===== config.mk =====
export PLATFORM = sky130hd
export DESIGN_NAME = booth_mul64
export DESIGN_NICKNAME = d
export VERILOG_FILES = /design/src/rtl/booth_mul64.sv
export SDC_FILE = /design/constraint.sdc
export NUM_CORES = 1
export LEC_CHECK = 0
export CORE_MARGIN = 4
export CORE_UTILIZATION = 40
export CTS_BUF_LIST = sky130_fd_sc_hd__clkbuf_8
export CTS_CLUSTER_DIAMETER = 150
export DETAILED_ROUTE_END_ITERATION = 10
export SYNTH_ARGS = -nofsm -noshare
export SYNTH_HDL_FRONTEND = slang
export SYNTH_SLANG_ARGS = --single-unit

===== constraint.sdc =====
create_clock -name i_clk -period 11.9 [get_ports i_clk]
set_clock_uncertainty 0.2 [all_clocks]
set_input_delay 2.38 -clock i_clk [delete_from_list [all_inputs] [get_ports i_clk]]
set_output_delay 2.38 -clock i_clk [all_outputs]
set_load 0.03 [all_outputs]

===== src/rtl/booth_mul64.sv =====
// Iterative radix-4 Booth multiplier returning the low XLEN bits of A*B (RV64 MUL).
// Optional MUL_EARLY_EXIT_EN: finish as soon as no nonzero Booth digits remain.
module booth_mul64 #(
   parameter int unsigned XLEN = 64
) (
   input  logic            i_clk,
   input  logic            i_rst,
   input  logic            i_mul_valid,
   input  logic            i_flush,
   input  logic [XLEN-1:0] i_multiplicand,
   input  logic [XLEN-1:0] i_multiplier,
   output logic            o_mul_ready,
   output logic            o_out_valid,
   output logic [XLEN-1:0] o_result
);

   localparam int unsigned ITERS = XLEN / 2;
   localparam int unsigned CNT_W = $clog2(ITERS) + 1;
   localparam int unsigned QW    = XLEN + 1;

   typedef enum logic [1:0] {
      S_IDLE = 2'd0,
      S_BUSY = 2'd1,
      S_DONE = 2'd2
   } state_t;

   state_t            r_state;
   state_t            w_state_next;
   logic [XLEN-1:0]   r_m;
   logic [QW-1:0]     r_q;
   logic [XLEN-1:0]   r_acc;
   logic [CNT_W-1:0]  r_count;

   logic [XLEN-1:0]   w_m2;
   logic [XLEN-1:0]   w_partial;
   logic [XLEN-1:0]   w_acc_next;
   logic [QW-1:0]     w_q_next;
   logic [CNT_W-1:0]  w_count_next;
   logic              w_accept;
   logic              w_step;
   logic              w_last;

   assign o_mul_ready = (r_state == S_IDLE);

   // Booth digit selection from the current 3-bit window (bit 0 is the look-back bit)
   assign w_m2 = {r_m[XLEN-2:0], 1'b0};
   always_comb begin
      w_partial = '0;
      case (r_q[2:0])
         3'b001, 3'b010: w_partial = r_m;
         3'b011:         w_partial = w_m2;
         3'b100:         w_partial = XLEN'(0) - w_m2;
         3'b101, 3'b110: w_partial = XLEN'(0) - r_m;
         default:        w_partial = '0;
      endcase
   end

   assign w_acc_next   = r_acc + w_partial;
   assign w_q_next     = {{2{r_q[QW-1]}}, r_q[QW-1:2]};
   assign w_count_next = r_count + CNT_W'(1);

`ifdef MUL_EARLY_EXIT_EN
   assign w_last = (w_count_next == CNT_W'(ITERS)) || (w_q_next == '0);
`else
   assign w_last = (w_count_next == CNT_W'(ITERS));
`endif

   always_ff @(posedge i_clk) begin
      if (i_rst) r_state <= S_IDLE;
      else       r_state <= w_state_next;
   end

   // Next-state: flush aborts anything in flight and blocks a same-cycle accept
   always_comb begin
      w_state_next = r_state;
      w_accept     = 1'b0;
      w_step       = 1'b0;
      case (r_state)
         S_IDLE: begin
            if (i_mul_valid && !i_flush) begin
               w_accept     = 1'b1;
               w_state_next = S_BUSY;
            end
         end
         S_BUSY: begin
            if (i_flush) begin
               w_state_next = S_IDLE;
            end else begin
               w_step = 1'b1;
               if (w_last) w_state_next = S_DONE;
            end
         end
         S_DONE:  w_state_next = S_IDLE;
         default: w_state_next = S_IDLE;
      endcase
   end

   always_ff @(posedge i_clk) begin
      if (i_rst) begin
         r_m         <= '0;
         r_q         <= '0;
         r_acc       <= '0;
         r_count     <= '0;
         o_result    <= '0;
         o_out_valid <= 1'b0;
      end else begin
         o_out_valid <= w_step && w_last;
         if (w_accept) begin
            r_m     <= i_multiplicand;
            r_q     <= {i_multiplier, 1'b0};
            r_acc   <= '0;
            r_count <= '0;
         end else if (w_step) begin
            r_acc   <= w_acc_next;
            r_m     <= {r_m[XLEN-3:0], 2'b00};
            r_q     <= w_q_next;
            r_count <= w_count_next;
            if (w_last) o_result <= w_acc_next;
         end
      end
   end

endmodule


==> results.json <==
{
  "layout.nets": 2660,
  "antenna_found_initial": 2,
  "grt_max_degree": 151,
  "vias_per_cell": 5.72,
  "ant_nets": 0,
  "tns_ps": 0,
  "fin_crit_ps": 7450,
  "dp_hpwl_mm": 42.6,
  "drive_above_1_share": 0.0532,
  "comb_power_share": 0.147,
  "path_class": "flop to flop",
  "port_buffers": 197,
  "path_max_fanout": 7,
  "grt-ovfl-total": 0,
  "startpoint_type": "flop",
  "seqPwrFrac": 0.417,
  "core_mm2": 0.0424,
  "drt-wirelength-per-cell_um": 19.5,
  "switching_share": 0.291,
  "fin_ws_ps": 4450,
  "die_height_um": 216,
  "wl_mm": 60.1,
  "grt_pass1_vias": 16878,
  "async_flop_share": 0,
  "drv_slew": 0,
  "max_freq_mhz": 134,
  "clock_latency_ps": 650,
  "num_rows": 75,
  "grt_usage": 0.247,
  "dr_total_vias": 17600,
  "syn_avg_cell_area_um2": 7.18,
  "drc": 0,
  "synth_seq_area_share": 0.307,
  "postCtsHoldBufs": 0,
  "cap_violations": 0,
  "worstSetupEndpointType": "flop",
  "design.portCount": 198,
  "cts_root_buf": "clkbuf_8",
  "syn_nets": 2612,
  "synth_cells": 2414,
  "area_growth_syn_to_layout_pct": 18.0,
  "fillCellCount": 4360,
  "cts.sink_count": 266,
  "synth_flop_cell": "dfxtp_1",
  "place.gp.congestion": 0.908,
  "drtIter0Drc": 1337,
  "cts_setup_buffers": 0,
  "yosysWarnings": 0,
  "hold_viol_final": 0,
  "synth_area_mm2": 0.0173,
  "p_sw_mw": 0.673,
  "firstDrtPassIters": 6,
  "rsz0062_at_grt": "no",
  "power_density_mw_per_mm2": 113,
  "synth_edf_count": 0,
  "die_w_um": 216,
  "clockBufferDepth": 3,
  "p_int_mw": 1.64,
  "p_clk_frac": 0.437,
  "clkSlewWorstSetupHoldPaths_ps": 60,
  "dp_slack_ps": 4490,
  "vdd_drop_max_mv": 0.0992,
  "dieArea_mm2": 0.0467,
  "finalSetupViolCount": 0,
  "hp-class": "flop to flop",
  "yosys.cell_types.count": 73,
  "status": "finished clean",
  "cts-htree-levels": 2,
  "synth_seq_cells": 266,
  "required_ps": 12210,
  "numCtsBuffers": 50,
  "period_share": 0.626,
  "cts_tree": "yes",
  "initial_core_util": 0.409,
  "cts_resized": 0,
  "slew_headroom": 0.285,
  "leakagePower_nw": 7.60,
  "grt_pass1_wl_mm": 94.5,
  "arrival_ps": 7760,
  "tightest_slew_ps": 1070
}
==> placed cells by master, fill, tap and decap left out, types with 59 or more instances in the layout <==
master and instances:
xnor2_1 65, a21oi_1 257, nand2_1 520, o21ai_0 130
a311oi_1 65, clkbuf_8 59, nor2_1 207, a22oi_1 98
ha_1 65, clkdlybuf4s50_1 196, xor2_1 79, dfxtp_1 265
==> metal layers <==
layer	vias up	global-route usage	wire, µm
met5	-	0	9
met4	2	0.109	2810
met3	120	0.0431	3580
met2	524	0.403	27600
met1	8333	0.321	26100
li1	8621	-	-
==> registers in the layout, indices dropped and copies added, names as in the netlist <==
name,cells
r_acc,64
r_count,6
r_m,64
o_result,64
r_q,65
r_state,2
o_out_valid,1
==> layout make-up <==
class	instances	area (µm²)	area share
Timing Repair Buffer	218	2140	0.105
Antenna cell	1	2.50	0.000122
Multi-Input combinational cell	1898	11000	0.540
Sequential cell	266	5330	0.260
Tap cell	577	722	0.0353
Clock inverter	29	303	0.0148
Inverter	28	105	0.00514
Clock buffer	59	812	0.0397
==> cell usage after synthesis (4+ instances only) <==
| library cell | n | share of area |
|---|---|---|
| a31oi_1 | 16 | 0.0058 |
| o21a_1 | 11 | 0.0048 |
| nor3b_1 | 4 | 0.0017 |
| mux2_2 | 4 | 0.0026 |
| nand3_1 | 32 | 0.0092 |
| and3_1 | 7 | 0.0025 |
| inv_1 | 28 | 0.0061 |
| a21oi_1 | 257 | 0.074 |
| o221ai_1 | 4 | 0.0020 |
| a21o_1 | 42 | 0.018 |
| buf_2 | 7 | 0.0020 |
| o21ai_0 | 130 | 0.038 |
| a21boi_0 | 5 | 0.0022 |
| xor2_1 | 79 | 0.040 |
| nand3b_1 | 12 | 0.0052 |
| nand2b_1 | 18 | 0.0065 |
| nor3_1 | 33 | 0.0095 |
| nor4_1 | 13 | 0.0047 |
| a311oi_1 | 65 | 0.033 |
| a221o_1 | 8 | 0.0046 |
| buf_1 | 11 | 0.0024 |
| a211oi_1 | 18 | 0.0078 |
| o31ai_1 | 11 | 0.0048 |
| clkbuf_1 | 194 | 0.042 |
| dfxtp_1 | 266 | 0.31 |
| buf_6 | 4 | 0.0026 |
| ha_1 | 65 | 0.047 |
| or3_1 | 16 | 0.0058 |
| a211o_1 | 4 | 0.0020 |
| or4_1 | 12 | 0.0052 |
| o211ai_1 | 9 | 0.0039 |
| nand2_1 | 521 | 0.11 |
| nand4b_1 | 4 | 0.0020 |
| a22oi_1 | 98 | 0.042 |
| and2_1 | 5 | 0.0018 |
| mux2i_1 | 4 | 0.0023 |
| nand4_1 | 26 | 0.0094 |
| or2_2 | 10 | 0.0036 |
| a221oi_1 | 16 | 0.0081 |
| xnor2_1 | 66 | 0.033 |
| nor2b_1 | 4 | 0.0014 |
| nor2_1 | 209 | 0.045 |
| o22ai_1 | 4 | 0.0014 |
| o21bai_1 | 19 | 0.0082 |
==> metrics by stage <==
step                      total power [mW]  std cells  hold WS [ps]  utilization  cell area (µm²)
after floorplan                       1.20       2414           236            -            17300
after global placement                1.31       2987           242        0.456            19300
after detailed placement              1.32       2987           246        0.456            19300
after CTS                             2.34       3075           254        0.482            20400
after global routing                  2.42       3075           273        0.482            20400
final                                 2.31       3076           250        0.482            20400
==> power groups by stage <==
stage	Clock (mW)	Sequential [mW]	Combinational, mW
final	1.01	0.964	0.339
after global routing	1.08	0.969	0.373
after CTS	1.04	0.963	0.339
after detailed placement	0	0.982	0.337
after global placement	0	0.981	0.334
after floorplan	0	0.952	0.246
==> final timing paths <==
| check | from | end | slack [ps] | depth (start not counted) |
|---|---|---|---|---|
| hold / removal | o_result[12] | o_result[12] | 250 | 2 |
| setup / recovery | r_m[0] | o_result[53] | 4450 | 23 |
| hold reg to reg | o_result[12] | o_result[12] | 250 | 2 |
| setup reg to reg | r_m[0] | o_result[53] | 4450 | 23 |
==> worst max-delay path, cell delays in order, from the launching register on <==
cell	delay, ps
dfxtp_1	340
inv_1	110
ha_1	220
or3b_4	430
or3_1	460
or3_2	490
or3_4	370
or3_1	370
or3_1	390
or3_1	370
nand2_1	100
xor2_1	140
o21ai_0	150
ha_1	470
a21oi_1	120
o21ai_0	280
a21oi_1	110
o41a_1	120
a31oi_1	400
a41oi_1	370
o41ai_1	760
a21boi_0	230
xor2_1	200
o21ai_0	100
==> cells by family after synthesis <==
kind of cell / synth area share
XOR/XNOR: 0.0733
AND/OR/NAND/NOR: 0.236
buffers and inverters: 0.0588
AO/OA/AOI/OAI: 0.272
multiplexers: 0.00491
flip-flops: 0.307
adder cells (fa/ha/maj): 0.0481
Power figures use the tool's default switching activity.
